[src/rtl/vga_timing_monitor_if.sv]
`default_nettype none
// ============================================================================
// Interface : vga_timing_monitor_if
// Brief     : Video sample inputs and status outputs of the VGA timing monitor.
// Revision  : 1.0
// ============================================================================
interface vga_timing_monitor_if;
   logic        enable;
   logic        pix_en;
   logic        h_sync;
   logic        v_sync;
   logic        blank_n;
   logic        locked;
   logic        done;
   logic        error;
   logic [2:0]  err_code;
   logic [15:0] frame_count;

   modport master (
      output enable, pix_en, h_sync, v_sync, blank_n,
      input  locked, done, error, err_code, frame_count
   );

   modport slave (
      input  enable, pix_en, h_sync, v_sync, blank_n,
      output locked, done, error, err_code, frame_count
   );
endinterface
`default_nettype wire

[src/rtl/vga_timing_monitor.sv]
`default_nettype none
// ============================================================================
// Module   : vga_timing_monitor
// Brief    : Measures VGA sync/blank timing at each pixel strobe and reports
//            lock, completion after FRAMES_REQ clean frames, or the first error.
// Revision : 1.0
// ============================================================================
module vga_timing_monitor #(
   parameter int H_ACTIVE   = 640,
   parameter int H_FP       = 16,
   parameter int H_SYNC     = 96,
   parameter int H_BP       = 48,
   parameter int V_ACTIVE   = 480,
   parameter int V_FP       = 10,
   parameter int V_SYNC     = 2,
   parameter int V_BP       = 33,
   parameter int SYNC_POL   = 0,
   parameter int FRAMES_REQ = 2
) (
   input  wire logic           clk,
   input  wire logic           reset,
   vga_timing_monitor_if.slave mon
);
   localparam int H_TOTAL = H_ACTIVE + H_FP + H_SYNC + H_BP;
   localparam int V_TOTAL = V_ACTIVE + V_FP + V_SYNC + V_BP;
   localparam int PW      = $clog2(2 * H_TOTAL + 1);
   localparam int LW      = $clog2(V_TOTAL + 2);

   localparam logic [PW-1:0] H_TOTAL_P  = PW'(H_TOTAL);
   localparam logic [PW-1:0] H_SYNC_P   = PW'(H_SYNC);
   localparam logic [PW-1:0] H_ACTIVE_P = PW'(H_ACTIVE);
   localparam logic [PW-1:0] TIMEOUT_P  = PW'(2 * H_TOTAL);
   localparam logic [PW-1:0] P_ONE      = PW'(1);
   localparam logic [LW-1:0] V_TOTAL_L  = LW'(V_TOTAL);
   localparam logic [LW-1:0] V_ACTIVE_L = LW'(V_ACTIVE);
   localparam logic [LW-1:0] V_SYNC_L   = LW'(V_SYNC);
   localparam logic [LW-1:0] L_ONE      = LW'(1);
   localparam logic          SYNC_LVL   = (SYNC_POL != 0);
   localparam logic [16:0]   FRAMES_W   = 17'(FRAMES_REQ);

   typedef enum logic [2:0] {
      ST_IDLE    = 3'd0,
      ST_SEEK    = 3'd1,
      ST_ALIGN   = 3'd2,
      ST_MEASURE = 3'd3,
      ST_PASS    = 3'd4,
      ST_FAIL    = 3'd5
   } state_t;

   state_t        state;
   state_t        state_next;
   logic          hs_prev;
   logic          vs_prev;
   logic [PW-1:0] pix_cnt;
   logic [PW-1:0] hs_w;
   logic [PW-1:0] act_px;
   logic [LW-1:0] line_cnt;
   logic [LW-1:0] act_lines;
   logic [LW-1:0] vs_w;

   logic          hs_act;
   logic          vs_act;
   logic          hs_lead;
   logic          hs_trail;
   logic          vs_lead;
   logic          vs_trail;
   logic          measuring;
   logic          checking;
   logic          align_entry;
   logic          frame_clean;
   logic [2:0]    viol_code;
   logic [16:0]   frame_inc;

   assign hs_act    = (mon.h_sync == SYNC_LVL);
   assign vs_act    = (mon.v_sync == SYNC_LVL);
   assign hs_lead   = mon.pix_en &  hs_act & ~hs_prev;
   assign hs_trail  = mon.pix_en & ~hs_act &  hs_prev;
   assign vs_lead   = mon.pix_en &  vs_act & ~vs_prev;
   assign vs_trail  = mon.pix_en & ~vs_act &  vs_prev;
   assign measuring = (state == ST_MEASURE);
   assign checking  = (state == ST_ALIGN) || (state == ST_MEASURE);
   assign frame_inc = {1'b0, mon.frame_count} + 17'd1;

   // Later assignments override earlier ones, so the lowest code wins.
   always_comb begin
      viol_code = 3'd0;
      if (checking && mon.pix_en && (pix_cnt >= TIMEOUT_P))
         viol_code = 3'd6;
      if (measuring && vs_trail && (vs_w != V_SYNC_L))
         viol_code = 3'd5;
      if (measuring && vs_lead && ((line_cnt != V_TOTAL_L) || (act_lines != V_ACTIVE_L)))
         viol_code = 3'd4;
      if (measuring && hs_lead && (act_px != H_ACTIVE_P) && (act_px != '0))
         viol_code = 3'd3;
      if (measuring && hs_trail && (hs_w != H_SYNC_P))
         viol_code = 3'd2;
      if (measuring && hs_lead && (pix_cnt != H_TOTAL_P))
         viol_code = 3'd1;
   end

   always_comb begin
      state_next  = state;
      align_entry = 1'b0;
      frame_clean = 1'b0;
      case (state)
         ST_IDLE: begin
            if (mon.enable)
               state_next = ST_SEEK;
         end
         ST_SEEK: begin
            if (vs_lead) begin
               state_next  = ST_ALIGN;
               align_entry = 1'b1;
            end
         end
         ST_ALIGN: begin
            if (viol_code != 3'd0)
               state_next = ST_FAIL;
            else if (hs_lead)
               state_next = ST_MEASURE;
         end
         ST_MEASURE: begin
            if (viol_code != 3'd0) begin
               state_next = ST_FAIL;
            end else if (vs_lead) begin
               frame_clean = 1'b1;
               if (frame_inc >= FRAMES_W)
                  state_next = ST_PASS;
            end
         end
         default: begin
            state_next = state;
         end
      endcase
   end

   always_ff @(posedge clk) begin
      if (reset || !mon.enable) begin
         state           <= ST_IDLE;
         hs_prev         <= 1'b0;
         vs_prev         <= 1'b0;
         pix_cnt         <= '0;
         hs_w            <= '0;
         act_px          <= '0;
         line_cnt        <= '0;
         act_lines       <= '0;
         vs_w            <= '0;
         mon.locked      <= 1'b0;
         mon.done        <= 1'b0;
         mon.error       <= 1'b0;
         mon.err_code    <= 3'd0;
         mon.frame_count <= 16'd0;
      end else begin
         state <= state_next;
         if (mon.pix_en) begin
            hs_prev <= hs_act;
            vs_prev <= vs_act;
            if (align_entry) begin
               pix_cnt   <= '0;
               hs_w      <= '0;
               act_px    <= '0;
               line_cnt  <= '0;
               act_lines <= '0;
               vs_w      <= '0;
            end else begin
               // A leading hsync edge is the first sample of the next line.
               pix_cnt <= hs_lead ? P_ONE :
                          ((pix_cnt == '1) ? pix_cnt : pix_cnt + P_ONE);
               hs_w    <= hs_lead ? P_ONE :
                          (!hs_act ? '0 : ((hs_w == '1) ? hs_w : hs_w + P_ONE));
               act_px  <= hs_lead ? PW'(mon.blank_n) :
                          ((act_px == '1) ? act_px : act_px + PW'(mon.blank_n));
               if (vs_lead)
                  act_lines <= '0;
               else if (hs_lead && (act_px == H_ACTIVE_P) && (act_lines != '1))
                  act_lines <= act_lines + L_ONE;
               if (vs_lead)
                  line_cnt <= '0;
               else if (hs_lead && (line_cnt != '1))
                  line_cnt <= line_cnt + L_ONE;
               if (vs_lead)
                  vs_w <= '0;
               else if (hs_lead && vs_act && (vs_w != '1))
                  vs_w <= vs_w + L_ONE;
            end
         end
         if ((state_next == ST_FAIL) && (state != ST_FAIL)) begin
            mon.error    <= 1'b1;
            mon.err_code <= viol_code;
            mon.locked   <= 1'b0;
            mon.done     <= 1'b0;
         end else if (frame_clean) begin
            mon.locked <= 1'b1;
            if (mon.frame_count != 16'hFFFF)
               mon.frame_count <= frame_inc[15:0];
            if (state_next == ST_PASS)
               mon.done <= 1'b1;
         end
      end
   end
endmodule
`default_nettype wire
[src/flat_wrapper.sv]
// flat-port wrapper written by rule: the top's interface ports become plain ports
module vga_timing_monitor_flat 
#(
   parameter int H_ACTIVE   = 640,
   parameter int H_FP       = 16,
   parameter int H_SYNC     = 96,
   parameter int H_BP       = 48,
   parameter int V_ACTIVE   = 480,
   parameter int V_FP       = 10,
   parameter int V_SYNC     = 2,
   parameter int V_BP       = 33,
   parameter int SYNC_POL   = 0,
   parameter int FRAMES_REQ = 2
)
  (clk, reset, mon_enable, mon_pix_en, mon_h_sync, mon_v_sync, mon_blank_n, mon_locked, mon_done, mon_error, mon_err_code, mon_frame_count);
  vga_timing_monitor_if mon_i ();
  input  wire logic clk;
  input  wire logic reset;
  input wire logic [$bits(mon_i.enable)-1:0] mon_enable;
  input wire logic [$bits(mon_i.pix_en)-1:0] mon_pix_en;
  input wire logic [$bits(mon_i.h_sync)-1:0] mon_h_sync;
  input wire logic [$bits(mon_i.v_sync)-1:0] mon_v_sync;
  input wire logic [$bits(mon_i.blank_n)-1:0] mon_blank_n;
  output wire logic [$bits(mon_i.locked)-1:0] mon_locked;
  output wire logic [$bits(mon_i.done)-1:0] mon_done;
  output wire logic [$bits(mon_i.error)-1:0] mon_error;
  output wire logic [$bits(mon_i.err_code)-1:0] mon_err_code;
  output wire logic [$bits(mon_i.frame_count)-1:0] mon_frame_count;
  assign mon_i.enable = mon_enable;
  assign mon_i.pix_en = mon_pix_en;
  assign mon_i.h_sync = mon_h_sync;
  assign mon_i.v_sync = mon_v_sync;
  assign mon_i.blank_n = mon_blank_n;
  assign mon_locked = mon_i.locked;
  assign mon_done = mon_i.done;
  assign mon_error = mon_i.error;
  assign mon_err_code = mon_i.err_code;
  assign mon_frame_count = mon_i.frame_count;
  vga_timing_monitor #(.H_ACTIVE(H_ACTIVE), .H_FP(H_FP), .H_SYNC(H_SYNC), .H_BP(H_BP), .V_ACTIVE(V_ACTIVE), .V_FP(V_FP), .V_SYNC(V_SYNC), .V_BP(V_BP), .SYNC_POL(SYNC_POL), .FRAMES_REQ(FRAMES_REQ)) u_core (.clk(clk), .reset(reset), .mon(mon_i));
endmodule
[config.mk]
export PLATFORM = sky130hd
export DESIGN_NAME = vga_timing_monitor_flat
export DESIGN_NICKNAME = d
export VERILOG_FILES = /design/src/rtl/vga_timing_monitor_if.sv /design/src/rtl/vga_timing_monitor.sv /design/src/flat_wrapper.sv
export SDC_FILE = /design/constraint.sdc
export NUM_CORES = 1
export LEC_CHECK = 0
export ABC_AREA = 1
export BUFFER_PORTS_ARGS = -buffer_cell sky130_fd_sc_hd__buf_2
export CORE_ASPECT_RATIO = 1.25
export CORE_UTILIZATION = 61
export CTS_CLUSTER_SIZE = 20
export DETAILED_ROUTE_END_ITERATION = 16
export GPL_ROUTABILITY_DRIVEN = 0
export PLACE_DENSITY = 0.83
export SYNTH_ARGS = -nofsm -noshare
export SYNTH_HDL_FRONTEND = slang
export SYNTH_SLANG_ARGS = --single-unit
[constraint.sdc]
create_clock -name clk -period 2.6 [get_ports clk]
set_clock_uncertainty 0.1 [all_clocks]
set_input_delay 0.13 -clock clk [delete_from_list [all_inputs] [get_ports clk]]
set_output_delay 0.13 -clock clk [all_outputs]
set_load 0.05 [all_outputs]
======== After elaboration in Yosys (flattened, before gate mapping) ========
Cells that the tools add are included.
cells by class
  add/subtract/negate cells ............... 7
  order comparisons ....................... 2
  equality and inequality tests ........... 23
  muxes and demuxes ....................... 37
  bitwise logic cells ..................... 13
  reduce and logical (&&, ||, !) cells .... 37
operators with widths
  operator                                                             count
  2-to-1 mux 11 bit                                                    10
  2-to-1 mux 10 bit                                                    9
  inequality test 10 bit (second input constant)                       4
  2-to-1 mux 3 bit                                                     13
  equality test 11 bit (second input constant)                         3
  adder 10 x 1 -> 10 bit (second input constant)                       3
  adder 11 x 1 -> 11 bit (second input constant)                       2
  inequality test 11 x 10 -> 1 bit (second input constant)             2
  logical AND 1 bit                                                    18
  adder 16 x 1 -> 17 bit (second input constant)                       1
  greater-or-equal comparator 17 x 2 -> 1 bit (second input constant)  1
  inequality test 16 bit (second input constant)                       1
  AND reduction 2 bit                                                  7
  case mux 3 bit (4 select lines)                                      1
  nonzero test 3 bit                                                   4
  adder 11 x 1 -> 11 bit                                               1
  equality test 11 x 10 -> 1 bit (second input constant)               1
  greater-or-equal comparator 11 bit (second input constant)           1
  inequality test 11 x 7 -> 1 bit (second input constant)              1
  nonzero test 11 bit                                                  1
  inequality test 10 x 2 -> 1 bit (second input constant)              1
  inequality test 10 x 9 -> 1 bit (second input constant)              1
  bitwise AND 1 bit                                                    8
  equality test 3 x 2 -> 1 bit (second input constant)                 2
  12 further kinds                                                     23
word-level totals
  register bits ........................... 90
  bits of input ports ..................... 7
  output and inout port bits .............. 22
  logic and storage cells ................. 133

======== Depth between registers and ports, before layout ========
  depth after elaboration ................. 17
  mapped depth ............................ 18

======== Least setup slack after synthesis ========
No wires, ideal clock.
  path kind ............................... register to register
  start point ............................. register u_core.mon.frame_count[1]
  end point ............................... register u_core.state[0]
  library setup time ...................... 65 ps
  arrival time ............................ 2201 ps
  slack ................................... 234 ps
  stages on the path, launching flop included .. 18
  buffers on the path ..................... 0
  path through ............................ dfxtp_1 > ha_1 > inv_1 > nor2_1 > nand2_1 > nand2_1 > nand2_1 > nor2_1 > nand2_1 > nor2_1 > nand3_1 > nand2_1 > nand2_1 > nand2_1 > nand2_1 > nand2_1 > nand2_1 > nor2_1
on the way
  cells in the longest elaborated chain, start to end .. 6
RTL lines
  what                                         RTL line                     source
  start, declared                              vga_timing_monitor_if.sv:26  output locked, done, error, err_code, frame_count
  start signal, assigned                       vga_timing_monitor.sv:195    mon.frame_count <= frame_inc[15:0];
  adder 16 x 1 -> 17 bit                       vga_timing_monitor.sv:82     assign frame_inc = {1'b0, mon.frame_count} + 17'd1;
  greater-or-equal comparator 17 x 2 -> 1 bit  vga_timing_monitor.sv:127    if (frame_inc >= FRAMES_W)
  2-to-1 mux 3 bit                             vga_timing_monitor.sv:127
  2-to-1 mux 3 bit                             vga_timing_monitor.sv:125    end else if (vs_lead) begin
  2-to-1 mux 3 bit                             vga_timing_monitor.sv:123    if (viol_code != 3'd0) begin
  case mux 3 bit (4 select lines)              vga_timing_monitor.sv:105    case (state)
  end signal, assigned                         vga_timing_monitor.sv:154    state <= state_next;
  end, declared                                vga_timing_monitor.sv:50     state_t state;
Every way passes these cells.
A chain may end at the register's enable or synchronous reset.

======== Worst setup path in the final report ========
  start point ............................. register u_core.vs_w[0]
  end point ............................... register u_core.mon.frame_count[5]
on the way
  cells in the longest elaborated chain, start to end .. 14
  elaborated cells between the ends (all ways) .. 17
  classes of those cells .................. 2 x eq/ne; 10 x mux; 1 x bitwise; 4 x reduce/logical
RTL lines
  what                                        RTL line                                              source
  start, declared                             vga_timing_monitor.sv:59                              logic [LW-1:0] vs_w;
  start signal, assigned                      vga_timing_monitor.sv:184                             vs_w <= vs_w + L_ONE;
  inequality test 10 x 2 -> 1 bit *           vga_timing_monitor.sv:89                              if (measuring && vs_trail && (vs_w != V_SYNC_L))
  logical AND 1 bit *                         vga_timing_monitor.sv:89
  2-to-1 mux 3 bit *                          vga_timing_monitor.sv:89
  2-to-1 mux 3 bit *                          vga_timing_monitor.sv:91                              if (measuring && vs_lead && ((line_cnt != V_TOTAL_L) || (act_lines != V_ACTIVE_L)))
  2-to-1 mux 3 bit *                          vga_timing_monitor.sv:93                              if (measuring && hs_lead && (act_px != H_ACTIVE_P) && (act_px != '0))
  2-to-1 mux 3 bit *                          vga_timing_monitor.sv:95                              if (measuring && hs_trail && (hs_w != H_SYNC_P))
  2-to-1 mux 3 bit *                          vga_timing_monitor.sv:97                              if (measuring && hs_lead && (pix_cnt != H_TOTAL_P))
  nonzero test 3 bit *                        vga_timing_monitor.sv:117, vga_timing_monitor.sv:123
  2-to-1 mux 3 bit, on equally long branches  vga_timing_monitor.sv:123, vga_timing_monitor.sv:117
  case mux 3 bit (4 select lines)             vga_timing_monitor.sv:105
  equality test 3 bit                         vga_timing_monitor.sv:187                             if ((state_next == ST_FAIL) && (state != ST_FAIL)) begin
  logical AND 1 bit                           vga_timing_monitor.sv:187
  NOT 1 bit (no source line)                  --
  AND reduction 3 bit (no source line) *      --
Every way passes the cells marked *; elsewhere a longest branch is shown, timed or not.

==> metrics.md <==
| Metric | Value |
|---|---|
| P_sw | `0.605 mW` |
| Dominant cell type by area after synthesis | `dfxtp_1` |
| Dpl hpwl | `9190 um` |
| Number of buffers created by CTS | `9` |
| Post-synth EDFFs | `0` |
| I/O pin cnt | `29` |
| Register-to-Register Setup Slack | `0.17 ns` |
| Distinct cells, synth | `36` |
| Max-cap violations | `0` |
| Largest net degree at the start of global routing | `24` |
| Worst-Skew Late Latency | `0.37 ns` |
| Register area share after synthesis | `36.1%` |
| Crit start category | `register` |
| Final worst path period share | `93.6%` |
| Die Ht | `103 um` |
| Reg power frac | `55.7%` |
| Most frequent cell on the critical path | `nand2_1` |
| H-Tree Depth | `3` |
| Crit path time final | `2.43 ns` |
| Core area | `7840 sq um` |
| Clk slew on worst S/H paths | `0.09 ns` |
| Slowest library cell on the worst path | `dfxtp_1` |
| Pleak | `2.16 nW` |
| Tightest Hold Check Type | `in2reg` |
| Nets@finish | `826` |
| DRT iter0 DRCs | `267` |
| Placed cells | `884` |
| Switching share of total power | `24.2%` |
| Vias in the first global route | `4814` |
| Final setup violation count | `0` |
| Finished Layout Cells | `904` |
| Overall routing resource usage | `29.5%` |
| Layout cells sized above 1 | `9.52%` |
| Mapped Cells | `759` |
| Arrival time at the worst endpoint | `2.59 ns` |
| Die width | `82.9 um` |
| First-pass GRT wire length | `20600 um` |
| Asr flop ratio synth | `0%` |
| First drt pass iteration count | `7` |
| VDD IR max | `0.318 mV` |
| Synth Net Count | `780` |
| Crit path kind | `reg2reg` |
| Max-slew headroom | `60.5%` |
| Setup ws final | `0.166 ns` |
| Slew @ Worst Pin | `0.587 ns` |
| CTS tree | `built` |
| Area growth, synth to finish | `11.1%` |
| Antenna viol nets, final | `0` |
| Synth Register Bits | `90` |
| Final hold viol count | `0` |
| Slew Viols, Final | `0` |
| WL final | `12200 um` |
| Initial Util | `63.6%` |
| Routed vias/inst | `5.61` |
| CP max stage delay | `0.34 ns` |
| CTS root buffer | `clkbuf_8` |
| Worst-path cell chain | `inv_1 > ha_1 > nand3_1 > o21ai_0 > nand2_1 > nor3_4 > nand2_4 > nor2_4 > nand2_8 > inv_2 > nand2_1 > nand2_1 > a21oi_1` |
| Grt total ovfl | `0` |
| Highest clock rate | `0.411 GHz` |
| Clock share of power | `38.5%` |
| Syn. warnings | `0` |
| Outcome | `finished clean` |
| Max Root-Sink Buffers | `2` |
| Setup TNS | `0 ns` |
| Crit. End Element | `register` |
| Initial antenna violation count | `0` |
| Synth top area cells | `dfxtp_1 (36%), nand2_1 (12%), inv_1 (8.6%), a21oi_1 (6.9%), nor2_1 (6.9%)` |
| Area of the multi-input gates | `2720 sq um` |
| Worst-path maximum fanout | `23` |
| Cell row count | `36` |
| Data required, critical path | `2.76 ns` |
| DRC Markers | `0` |
| Register area | `1800 sq um` |
| PortBufs | `28` |
| Internal power | `1.89 mW` |
| Placement Setup Slack | `0.118 ns` |
| Synthesized area | `4990 sq um` |
| Via count | `5070` |
| Dominant synthesized flop cell | `dfxtp_1` |
| Sinks on Clock Net | `90` |
| DIE AREA | `8540 sq um` |
| Routed wire per std cell | `13.4 um` |
| Hold_ws | `0.0236 ns` |
| Design Area, Final | `5540 sq um` |
| Pwr dens | `451 nW/um^2` |
| Fill count | `670` |
| Placed Area | `5280 sq um` |
| Gate power share | `5.8%` |
| # diodes | `0` |
| Mean Syn Cell Area | `6.57 sq um` |
| Post-synth top area share | `36.1%` |
[metrics by stage]
stage | utilization [%] | power (mW)
after floorplan | - | 1.51
after global placement | 67.4 | 1.56
after detailed placement | 67.4 | 1.56
after CTS | 70.1 | 2.50
after global routing | 70.7 | 2.59
final | 70.7 | 2.50
[power groups by stage]
stage / Clock (mW) / Sequential [mW] / Combinational [mW]
after CTS: 0.969 / 1.39 / 0.141
final: 0.961 / 1.39 / 0.144
after floorplan: 0 / 1.42 / 0.0906
after global placement: 0 / 1.42 / 0.135
after detailed placement: 0 / 1.42 / 0.138
after global routing: 1.03 / 1.39 / 0.162
[critical path, delay by kind of cell (launching register included)]
kind	cells	cell delay, ns
simple gates	8	1.14
flops	1	0.34
compound gates	2	0.38
fa+ha+maj	1	0.15
buf+inv	2	0.22
[synthesized netlist by cell type (6+ instances only)]
| library cell | instances |
|---|---|
| nor3_1 | 32 |
| nand2_1 | 158 |
| ha_1 | 14 |
| nor2_1 | 92 |
| inv_1 | 114 |
| xor2_1 | 6 |
| dfxtp_1 | 90 |
| o21ai_0 | 47 |
| nand4_1 | 26 |
| a211oi_1 | 11 |
| a21oi_1 | 69 |
| nand3_1 | 48 |
[final cells by class]
type | instances | share of cell area, %
multi-input cells | 541 | 49.1
repair buffers | 43 | 4.65
clock inverters | 5 | 0.994
inverters | 120 | 8.13
well taps | 95 | 2.15
clock buffers | 10 | 2.49
flip-flops and latches | 90 | 32.5
[routing by layer]
metal | track usage [%] | vias to the layer above | part of all wire, %
met3 | 5.52 | 34 | 4.5
met5 | 0 | - | 0
met1 | 32.8 | 2289 | 41
met4 | 15.0 | 0 | 3.3
li1 | - | 2601 | -
met2 | 54.2 | 146 | 51
[worst paths after layout]
check                                                         endpoint                            start  depth (start not counted)
worst max register to register  u_core.mon.frame_count[5]$_SDFFE_PP0P_      u_core.vs_w[0]$_SDFFE_PP0P_                         13
worst min-delay path                       u_core.hs_w[0]$_SDFFE_PP0P_                            reset                          4
worst max-delay path            u_core.mon.frame_count[5]$_SDFFE_PP0P_      u_core.vs_w[0]$_SDFFE_PP0P_                         13
worst min register to register         u_core.line_cnt[2]$_SDFFE_PP0P_  u_core.line_cnt[2]$_SDFFE_PP0P_                          2
[cell families after synthesis]
group                      Yosys count  share of synthesized area [%]
adders and majority gates           14                           3.51
AOI/OAI and AO/OA                  143                           15.5
xor gates and xnor gates             7                           1.23
and+or+nand+nor                    377                           33.8
DFF                                 90                           36.1
buffers and inverters              128                           9.86
[flip-flops by register name, indices dropped and copies added, names as in the netlist]
| register | cells |
|---|---|
| u_core.act_lines | 10 |
| u_core.act_px | 11 |
| u_core.hs_prev | 1 |
| u_core.hs_w | 11 |
| u_core.line_cnt | 10 |
| u_core.mon.done | 1 |
| u_core.mon.err_code | 3 |
| u_core.mon.error | 1 |
| u_core.mon.frame_count | 16 |
| u_core.mon.locked | 1 |
| u_core.pix_cnt | 11 |
| u_core.state | 3 |
| u_core.vs_prev | 1 |
| u_core.vs_w | 10 |
[placed cells by master, fill, tap and decap left out, drive strengths merged, types with 26 or more instances in the layout]
master | synthesis | layout
nor2 | 96 | 96
nand4 | 26 | 26
nand2 | 160 | 160
dfxtp | 90 | 90
nand3 | 49 | 49
o21ai | 52 | 52
buf | 4 | 41
nor3 | 36 | 36
a21oi | 69 | 69
inv | 119 | 119
[repair_timing]
item	4_1_cts	5_1_grt
hold endpoints to repair	1	0
setup buffers	0	3
hold buffers	2	0
endpoints found under the setup margin	0	21
gates resized for setup	0	7
Power figures use the tool's default switching activity.
